**config.mk**
```make
export PLATFORM = sky130hd
export DESIGN_NAME = acc_wb_mailbox_flat
export DESIGN_NICKNAME = d
export VERILOG_FILES = /design/src/rtl/acc_wb_mailbox_if.sv /design/src/rtl/acc_wb_mailbox.sv /design/src/flat_wrapper.sv
export SDC_FILE = /design/constraint.sdc
export NUM_CORES = 1
export LEC_CHECK = 0
export ABC_AREA = 0
export BUFFER_PORTS_ARGS = -buffer_cell sky130_fd_sc_hd__buf_2
export CORE_AREA = 2 2 267 269
export DETAILED_ROUTE_END_ITERATION = 8
export DIE_AREA = 0 0 269 271
export HOLD_SLACK_MARGIN = 0.15
export PLACE_DENSITY = 0.79
export REMOVE_ABC_BUFFERS = 1
export SYNTH_ARGS = -nofsm -noshare
export SYNTH_HDL_FRONTEND = slang
export SYNTH_SLANG_ARGS = --single-unit
```
**constraint.sdc**
```tcl
create_clock -name wb_clk -period 11.4 [get_ports wb_clk]
set_input_delay 0.57 -clock wb_clk [delete_from_list [all_inputs] [get_ports wb_clk]]
set_output_delay 0.57 -clock wb_clk [all_outputs]
set_load 0.01 [all_outputs]
```
**src/rtl/acc_wb_mailbox_if.sv**
```systemverilog
// Wishbone slave-side bus bundle between the data-bus mux and the accelerator mailbox.
interface acc_wb_mailbox_if;
  logic [31:0] i_wb_adr;
  logic [31:0] i_wb_dat;
  logic        i_wb_we;
  logic        i_wb_cyc;
  logic [31:0] o_wb_rdt;
  logic        o_wb_ack;

  modport master (
    output i_wb_adr, i_wb_dat, i_wb_we, i_wb_cyc,
    input  o_wb_rdt, o_wb_ack
  );

  modport slave (
    input  i_wb_adr, i_wb_dat, i_wb_we, i_wb_cyc,
    output o_wb_rdt, o_wb_ack
  );
endinterface

```
**src/rtl/acc_wb_mailbox.sv**
```systemverilog
// Wishbone register window onto two streaming FIFOs (TX to the SNN accelerator, RX back to the CPU)
// with status/control registers, a start pulse and a level interrupt.
module acc_wb_mailbox #(
  parameter int DEPTH = 16,
  parameter int DW    = 32
) (
  input  logic            wb_clk,
  input  logic            wb_rst_n,
  acc_wb_mailbox_if.slave bus,
  output logic [DW-1:0]   o_tx_data,
  output logic            o_tx_valid,
  input  logic            i_tx_ready,
  input  logic [DW-1:0]   i_rx_data,
  input  logic            i_rx_valid,
  output logic            o_rx_ready,
  output logic            o_start,
  output logic            o_irq
);
  localparam int AW = $clog2(DEPTH);
  localparam int CW = AW + 1;
  localparam logic [CW-1:0] FULL = CW'(DEPTH);

  logic [DW-1:0] tx_mem [DEPTH];
  logic [DW-1:0] rx_mem [DEPTH];
  logic [AW-1:0] tx_wp, tx_rp, rx_wp, rx_rp;
  logic [CW-1:0] tx_cnt, rx_cnt;
  logic          tx_ovf, rx_udf, irq_en;

  logic [1:0]  sel;
  logic        take, tx_wr, rx_rd, ctrl_wr, flush;
  logic        tx_full, tx_empty, rx_full, rx_empty;
  logic        tx_push, tx_pop, rx_push, rx_pop;
  logic [31:0] rd_data;
  logic        unused_adr;

  // A cyc still high during its own ack cycle must not start a second access.
  assign sel     = bus.i_wb_adr[3:2];
  assign take    = bus.i_wb_cyc & ~bus.o_wb_ack;
  assign tx_wr   = take &  bus.i_wb_we & (sel == 2'd0);
  assign rx_rd   = take & ~bus.i_wb_we & (sel == 2'd1);
  assign ctrl_wr = take &  bus.i_wb_we & (sel == 2'd3);
  assign flush   = ctrl_wr & bus.i_wb_dat[1];

  assign tx_full  = (tx_cnt == FULL);
  assign tx_empty = (tx_cnt == '0);
  assign rx_full  = (rx_cnt == FULL);
  assign rx_empty = (rx_cnt == '0);

  // A full TX still accepts a CPU word when the accelerator frees a slot in the same cycle.
  assign tx_pop  = ~tx_empty & i_tx_ready;
  assign tx_push = tx_wr & (~tx_full | tx_pop);
  assign rx_push = i_rx_valid & ~rx_full;
  assign rx_pop  = rx_rd & ~rx_empty;

  assign o_tx_data  = tx_mem[tx_rp];
  assign o_tx_valid = ~tx_empty;
  assign o_rx_ready = ~rx_full;
  assign o_irq      = irq_en & ~rx_empty;
  assign unused_adr = ^{bus.i_wb_adr[31:4], bus.i_wb_adr[1:0]};

  always_comb begin
    rd_data = '0;
    case (sel)
      2'd0: rd_data = '0;
      2'd1: rd_data = rx_empty ? '0 : rx_mem[rx_rp];
      2'd2: rd_data = {7'b0, irq_en, 8'(rx_cnt), 8'(tx_cnt), 2'b0,
                       rx_udf, tx_ovf, rx_empty, rx_full, tx_empty, tx_full};
      default: rd_data = {29'b0, irq_en, 2'b0};
    endcase
  end

  always_ff @(posedge wb_clk) begin
    if (tx_push) tx_mem[tx_wp] <= bus.i_wb_dat;
    if (rx_push) rx_mem[rx_wp] <= i_rx_data;
  end

  // Flush overrides every same-cycle push and pop on both FIFOs.
  always_ff @(posedge wb_clk or negedge wb_rst_n) begin
    if (!wb_rst_n) begin
      tx_wp  <= '0;
      tx_rp  <= '0;
      tx_cnt <= '0;
      rx_wp  <= '0;
      rx_rp  <= '0;
      rx_cnt <= '0;
    end else if (flush) begin
      tx_wp  <= '0;
      tx_rp  <= '0;
      tx_cnt <= '0;
      rx_wp  <= '0;
      rx_rp  <= '0;
      rx_cnt <= '0;
    end else begin
      if (tx_push) tx_wp <= tx_wp + 1'b1;
      if (tx_pop)  tx_rp <= tx_rp + 1'b1;
      if (tx_push & ~tx_pop)      tx_cnt <= tx_cnt + 1'b1;
      else if (~tx_push & tx_pop) tx_cnt <= tx_cnt - 1'b1;
      if (rx_push) rx_wp <= rx_wp + 1'b1;
      if (rx_pop)  rx_rp <= rx_rp + 1'b1;
      if (rx_push & ~rx_pop)      rx_cnt <= rx_cnt + 1'b1;
      else if (~rx_push & rx_pop) rx_cnt <= rx_cnt - 1'b1;
    end
  end

  always_ff @(posedge wb_clk or negedge wb_rst_n) begin
    if (!wb_rst_n) begin
      bus.o_wb_ack <= 1'b0;
      bus.o_wb_rdt <= '0;
      o_start      <= 1'b0;
      irq_en       <= 1'b0;
      tx_ovf       <= 1'b0;
      rx_udf       <= 1'b0;
    end else begin
      bus.o_wb_ack <= take;
      if (take) bus.o_wb_rdt <= rd_data;
      o_start <= ctrl_wr & bus.i_wb_dat[0];
      if (ctrl_wr) irq_en <= bus.i_wb_dat[2];
      if (ctrl_wr & bus.i_wb_dat[3]) begin
        tx_ovf <= 1'b0;
        rx_udf <= 1'b0;
      end else begin
        if (tx_wr & tx_full & ~tx_pop) tx_ovf <= 1'b1;
        if (rx_rd & rx_empty)          rx_udf <= 1'b1;
      end
    end
  end
endmodule
```
**src/flat_wrapper.sv**
```systemverilog
// flat-port wrapper written by rule: the top's interface ports become plain ports
module acc_wb_mailbox_flat 
#(
  parameter int DEPTH = 16,
  parameter int DW    = 32
)
  (wb_clk, wb_rst_n, o_tx_data, o_tx_valid, i_tx_ready, i_rx_data, i_rx_valid, o_rx_ready, o_start, o_irq, bus_i_wb_adr, bus_i_wb_dat, bus_i_wb_we, bus_i_wb_cyc, bus_o_wb_rdt, bus_o_wb_ack);
  acc_wb_mailbox_if bus_i ();
  input  logic wb_clk;
  input  logic wb_rst_n;
  output logic [DW-1:0] o_tx_data;
  output logic o_tx_valid;
  input  logic i_tx_ready;
  input  logic [DW-1:0] i_rx_data;
  input  logic i_rx_valid;
  output logic o_rx_ready;
  output logic o_start;
  output logic o_irq;
  input wire logic [$bits(bus_i.i_wb_adr)-1:0] bus_i_wb_adr;
  input wire logic [$bits(bus_i.i_wb_dat)-1:0] bus_i_wb_dat;
  input wire logic [$bits(bus_i.i_wb_we)-1:0] bus_i_wb_we;
  input wire logic [$bits(bus_i.i_wb_cyc)-1:0] bus_i_wb_cyc;
  output wire logic [$bits(bus_i.o_wb_rdt)-1:0] bus_o_wb_rdt;
  output wire logic [$bits(bus_i.o_wb_ack)-1:0] bus_o_wb_ack;
  assign bus_i.i_wb_adr = bus_i_wb_adr;
  assign bus_i.i_wb_dat = bus_i_wb_dat;
  assign bus_i.i_wb_we = bus_i_wb_we;
  assign bus_i.i_wb_cyc = bus_i_wb_cyc;
  assign bus_o_wb_rdt = bus_i.o_wb_rdt;
  assign bus_o_wb_ack = bus_i.o_wb_ack;
  acc_wb_mailbox #(.DEPTH(DEPTH), .DW(DW)) u_core (.wb_clk(wb_clk), .wb_rst_n(wb_rst_n), .bus(bus_i), .o_tx_data(o_tx_data), .o_tx_valid(o_tx_valid), .i_tx_ready(i_tx_ready), .i_rx_data(i_rx_data), .i_rx_valid(i_rx_valid), .o_rx_ready(o_rx_ready), .o_start(o_start), .o_irq(o_irq));
endmodule
```
* After elaboration in Yosys (flattened, before gate mapping) *
Memory sizes are Yosys's and may differ from the RTL's.
Index checks and enable logic that the tools add are counted.

storage, ports and cells
  flip-flop bits (word level) = 63
  memory bits (writable) = 1024
  bits of input ports = 102
  output and inout bits = 69
  logic and storage cells = 94
  memories kept = 2

operators by class
  add/subtract/negate cells = 8
  equal/unequal tests = 5
  mux-type cells = 24
  bitwise operators = 32
  reductions and logical operators = 11

memory list
  name           words  width  read ports  clocked after Yosys merged registers in  write ports  line                  source
  u_core.rx_mem  16     32     1           0                                        1            acc_wb_mailbox.sv:24  logic [DW-1:0] rx_mem [DEPTH];
  u_core.tx_mem  16     32     1           0                                        1            acc_wb_mailbox.sv:23  logic [DW-1:0] tx_mem [DEPTH];

operator list
  operator               number
  $pmux W32 S3           1
  $mux W32               1
  $mux W4                8
  $mux W5                6
  $and A1 B1 Y1          21
  $add A4 B1 Y4 const B  4
  $reduce_bool A2 Y1     6
  $add A5 B1 Y5 const B  2
  $eq A5 B5 Y1 const B   2
  $logic_not A5 Y1       2
  $not A1 Y1             10
  $sub A5 B1 Y5 const B  2
  $mux W1                8
  $reduce_bool A3 Y1     2
  $eq A2 B2 Y1 const B   2
  $eq A2 B1 Y1 const B   1
  $logic_not A2 Y1       1
  $or A1 B1 Y1           1

* Logic depth before layout (Yosys ltp) *
  depth in word-level cells = 10
  depth in mapped cells = 14
  depth with buffers taken out = 12

* Least setup slack after synthesis *
No wires, ideal clock.

  path type = input -> register
  from = in bus_i_wb_we
  to = mem u_core.tx_mem[5][0] (enable)
  library setup time = 461 ps
  arrival time = 3635 ps
  data required time = 10939 ps
  slack = 7304 ps
  cell stages on the path = 4
  path buffers = 0
  path through = nand3b_1 > a2111oi_4 > nand2_1 > nor3_1

between the ends
  cells in the longest elaborated chain, start to end = 5

RTL lines
  item                           line                  source
  from (decl)                    flat_wrapper.sv:21    input wire logic [$bits(bus_i.i_wb_we)-1:0] bus_i_wb_we;
  $and A1 B1 Y1 (2 in a row)     acc_wb_mailbox.sv:39  assign tx_wr = take & bus.i_wb_we & (sel == 2'd0);
  $and A1 B1 Y1                  acc_wb_mailbox.sv:51  assign tx_push = tx_wr & (~tx_full | tx_pop);
  $mux W1                        acc_wb_mailbox.sv:73  if (tx_push) tx_mem[tx_wp] <= bus.i_wb_dat;
  $mux W1 (implied by the code)  acc_wb_mailbox.sv:73
  to (decl)                      acc_wb_mailbox.sv:23

Every way passes these cells.

* Worst setup path in the final report *
  from = reg u_core.tx_rp[1]
  to = out o_tx_data[17]

between the ends
  cells in the longest elaborated chain, start to end = 1

RTL lines
  item                    line                  source
  from (decl)             acc_wb_mailbox.sv:25  logic [AW-1:0] tx_wp, tx_rp, rx_wp, rx_rp;
  from (signal assigned)  acc_wb_mailbox.sv:95  if (tx_pop) tx_rp <= tx_rp + 1'b1;
  $mem_v2 Z16 W32         --
  to (decl)               flat_wrapper.sv:11    output logic [DW-1:0] o_tx_data;

Every way passes these cells.

==> metrics.md <==
| Metric | Value |
|---|---|
| Run status | complete, no violations |
| TritonCTS clock tree | yes |
| Antenna violations before repair | 8 |
| Period utilisation layout | 40.0% |
| GR Util met1 | 34.5% |
| Clk pin slew, worst setup/hold paths | 60 ps |
| Max FO, Critical Path | 62 |
| Met2 Track Usage GR | 44.9% |
| Post-synth top area share | 74.0% |
| Hold path endpoint | u_core.rx_mem[15][3] |
| Register area share after synthesis | 77.8% |
| Clock buffer depth | 3 |
| Pwr dens | 230 nW/um^2 |
| Hold_ws | 270 ps |
| Iteration-0 DRC Markers | 2621 |
| Overall power | 0.0108 W |
| Area grow syn2layout | 13.2% |
| Worst skew pair latency | 670 ps |
| Fin. max-slew vios | 0 |
| Gr busiest metal | met2 |
| Die H | 271 um |
| Final wirelength | 94300 um |
| Layout cell share with drive strength beyond 1 | 32.6% |
| Resized Gates After CTS | 0 |
| Ranking of synthesized cells by area | edfxtp_1 (74%), mux4_2 (16%), dfrtp_1 (3.8%), a22oi_1 (1.1%), ha_1 (0.57%) |
| Hold path start | i_rx_data[3] |
| GP Congestion | 0.798 |
| Drt via density | 6.59 |
| Clock Sinks | 1087 |
| Global-route wire length before repair | 138000 um |
| Mean post-synth cell area | 22.9 um^2 |
| Vias | 20000 |
| RSZ-0062 raised after global routing | false |
| Most frequent cells in the layout | edfxtp_1 (1024), mux4_2 (288), buf_2 (139) |
| Number of max-cap violations | 0 |
| Die width | 269 um |
| Post-DP HPWL | 47000 um |
| Setup Skew | 28.5 ps |
| Clock root cell | clkbuf_16 |
| R2r endpoint | u_core.rx_mem[3][25] |
| Initial Util | 59.5% |
| Site row count | 97 |
| Mapped Area | 41500 um^2 |
| Max frequency | 219 MHz |
| Fin nets | 2131 |
| Crit path launch type | flop |
| Leak | 15.3 nW |
| Min-delay worst type | in -> reg |
| EDFF count, synth | 1024 |
| Yosys cell types | 43 |
| WS Path Type | reg -> out |
| Post-Synthesis Cells | 1811 |
| Post-DP Area | 43500 um^2 |
| Post-route ant nets | 0 |
| FF+latch count, synth | 1087 |
| Ys flop type | edfxtp_1 |
| Reg2reg start | u_core.rx_cnt[1] |
| CTS Buf Count | 103 |
| Hold Crit Depth | 1 |
| Design area | 47000 um^2 |
| DRC | 0 |
| Largest net degree at the start of global routing | 71 |
| Reg2reg path depth | 5 |
| Post-synth top area cell | edfxtp_1 |
| Total iterations of the first detailed-routing run | 7 |
| Top-level port count | 171 |
| Syn. warnings | 0 |
| Total grt overflow | 0 |
| Tmin final | 4560 ps |
| Async SR Flop Fraction | 5.80% |
| Maximum vdd drop | 0.203 mV |
| Setup tns final | 0 ps |
| Arr. time, crit path | 3990 ps |
| Critical Path Sink Type | output port |
| Required time worst endpoint | 10830 ps |
| Vias in the first global route | 21000 |
| DIE AREA | 72900 um^2 |
| R2R setup slack | 7810 ps |
| Total GRT Usage | 26.4% |
| Relative slew margins | 21.6% |
| Worst Tran Pin Value | 1180 ps |
| Routed len/inst | 31.0 um |
| H-tree levels | 3 |
| Final setup fails | 0 |
| Core Box Area | 69800 um^2 |
| Commonest non-fill, non-tap cell in the layout | edfxtp_1 |
| Routing usage on met3 | 5.20% |
| PortBufs | 140 |
| Final Hold Vio Count | 0 |
[sequential cells by signal, summed over array words and instances, names as in the netlist]
signal and count:
u_core.bus.o_wb_ack 1, u_core.bus.o_wb_rdt 32, u_core.irq_en 1, u_core.o_start 1, u_core.rx_cnt 5, u_core.rx_mem 512
u_core.rx_rp 4, u_core.rx_udf 1, u_core.rx_wp 4, u_core.tx_cnt 5, u_core.tx_mem 512, u_core.tx_ovf 1
u_core.tx_rp 4, u_core.tx_wp 4
[logic make-up after synthesis]
kind of cell	synth area share, %
compound gates	2.57
simple gates	1.49
fa+ha+maj	0.669
mux	15.7
xor+xnor	0.422
flops	77.8
buf+inv	1.30
[layout make-up]
cell class / count / area, um^2
flip-flops and latches: 1087 / 32300
multi-input cells: 611 / 8860
inverters: 16 / 60.1
clock buffers: 131 / 2790
fillers: 4153 / 22700
repair buffers: 189 / 1070
diodes: 2 / 5.00
well taps: 940 / 1180
clock inverters: 64 / 736
[worst max-delay path, stage by stage (launching register included)]
cell     delay, ps
dfrtp_4        650
buf_4          620
buf_4          820
mux4_2         430
mux4_2         530
buf_2          170
[power breakdown]
part           total [W]  switching (W)  internal [W]  leakage [nW]
clock network    0.00351        0.00146       0.00205          1.71
logic            0.00242        0.00122       0.00119          3.56
registers        0.00489       0.000252       0.00464          10.0
[through the flow]
stage / instances / utilization, % / setup WS [ps]
4_1_cts: 3038 / 67.4 / 6710
3_3_place_gp: 2842 / 62.3 / 7450
2_1_floorplan: 1714 / - / 4670
6_report: 3040 / 67.4 / 6840
3_5_place_dp: 2842 / 62.3 / 7440
5_1_grt: 3039 / 67.4 / 6540
[Yosys cell counts, types with 2 or more instances]
master / count
buf_6: 5
buf_4: 14
nand2_1: 20
nand3b_1: 3
and3_1: 3
nor2b_1: 8
buf_1: 12
ha_1: 19
a21oi_1: 41
mux2i_1: 4
xor2_1: 10
and2_1: 12
edfxtp_1: 1024
a221o_1: 16
xnor2_1: 10
or3_1: 2
nor2_1: 49
nand4_1: 3
or4_1: 2
buf_2: 21
a31oi_1: 4
mux4_2: 288
nor3_1: 11
nand2b_1: 3
a22oi_1: 59
clkbuf_1: 44
o21ai_0: 5
dfrtp_1: 63
nand3_1: 7
a21o_1: 18
nor4_1: 3
fa_1: 2
inv_1: 16
[per-layer routing]
layer | vias to the layer above | part of all wire [%]
met5 | - | 0.066
met2 | 1132 | 52
met1 | 10600 | 36
li1 | 8071 | -
met3 | 223 | 7.8
met4 | 10 | 3.2
[how the worst max path moves through the flow]
stage	startpoint	to	slack, ps	cells after the start
after floorplan	u_core.tx_rp[0]	o_tx_data[0]	4670	2
after global placement	u_core.tx_rp[0]	o_tx_data[21]	7450	4
after detailed placement	u_core.tx_rp[0]	o_tx_data[21]	7440	4
after CTS	u_core.tx_rp[0]	o_tx_data[8]	6710	4
after global routing	u_core.tx_rp[0]	o_tx_data[8]	6540	4
final	u_core.tx_rp[1]	o_tx_data[17]	6840	5
[repair_timing]
action                    4_1_cts  5_1_grt
hold buffers                    1        0
setup buffers                   0        0
hold endpoints to repair        9        0
No activity file was read; power rests on OpenSTA's default activity.
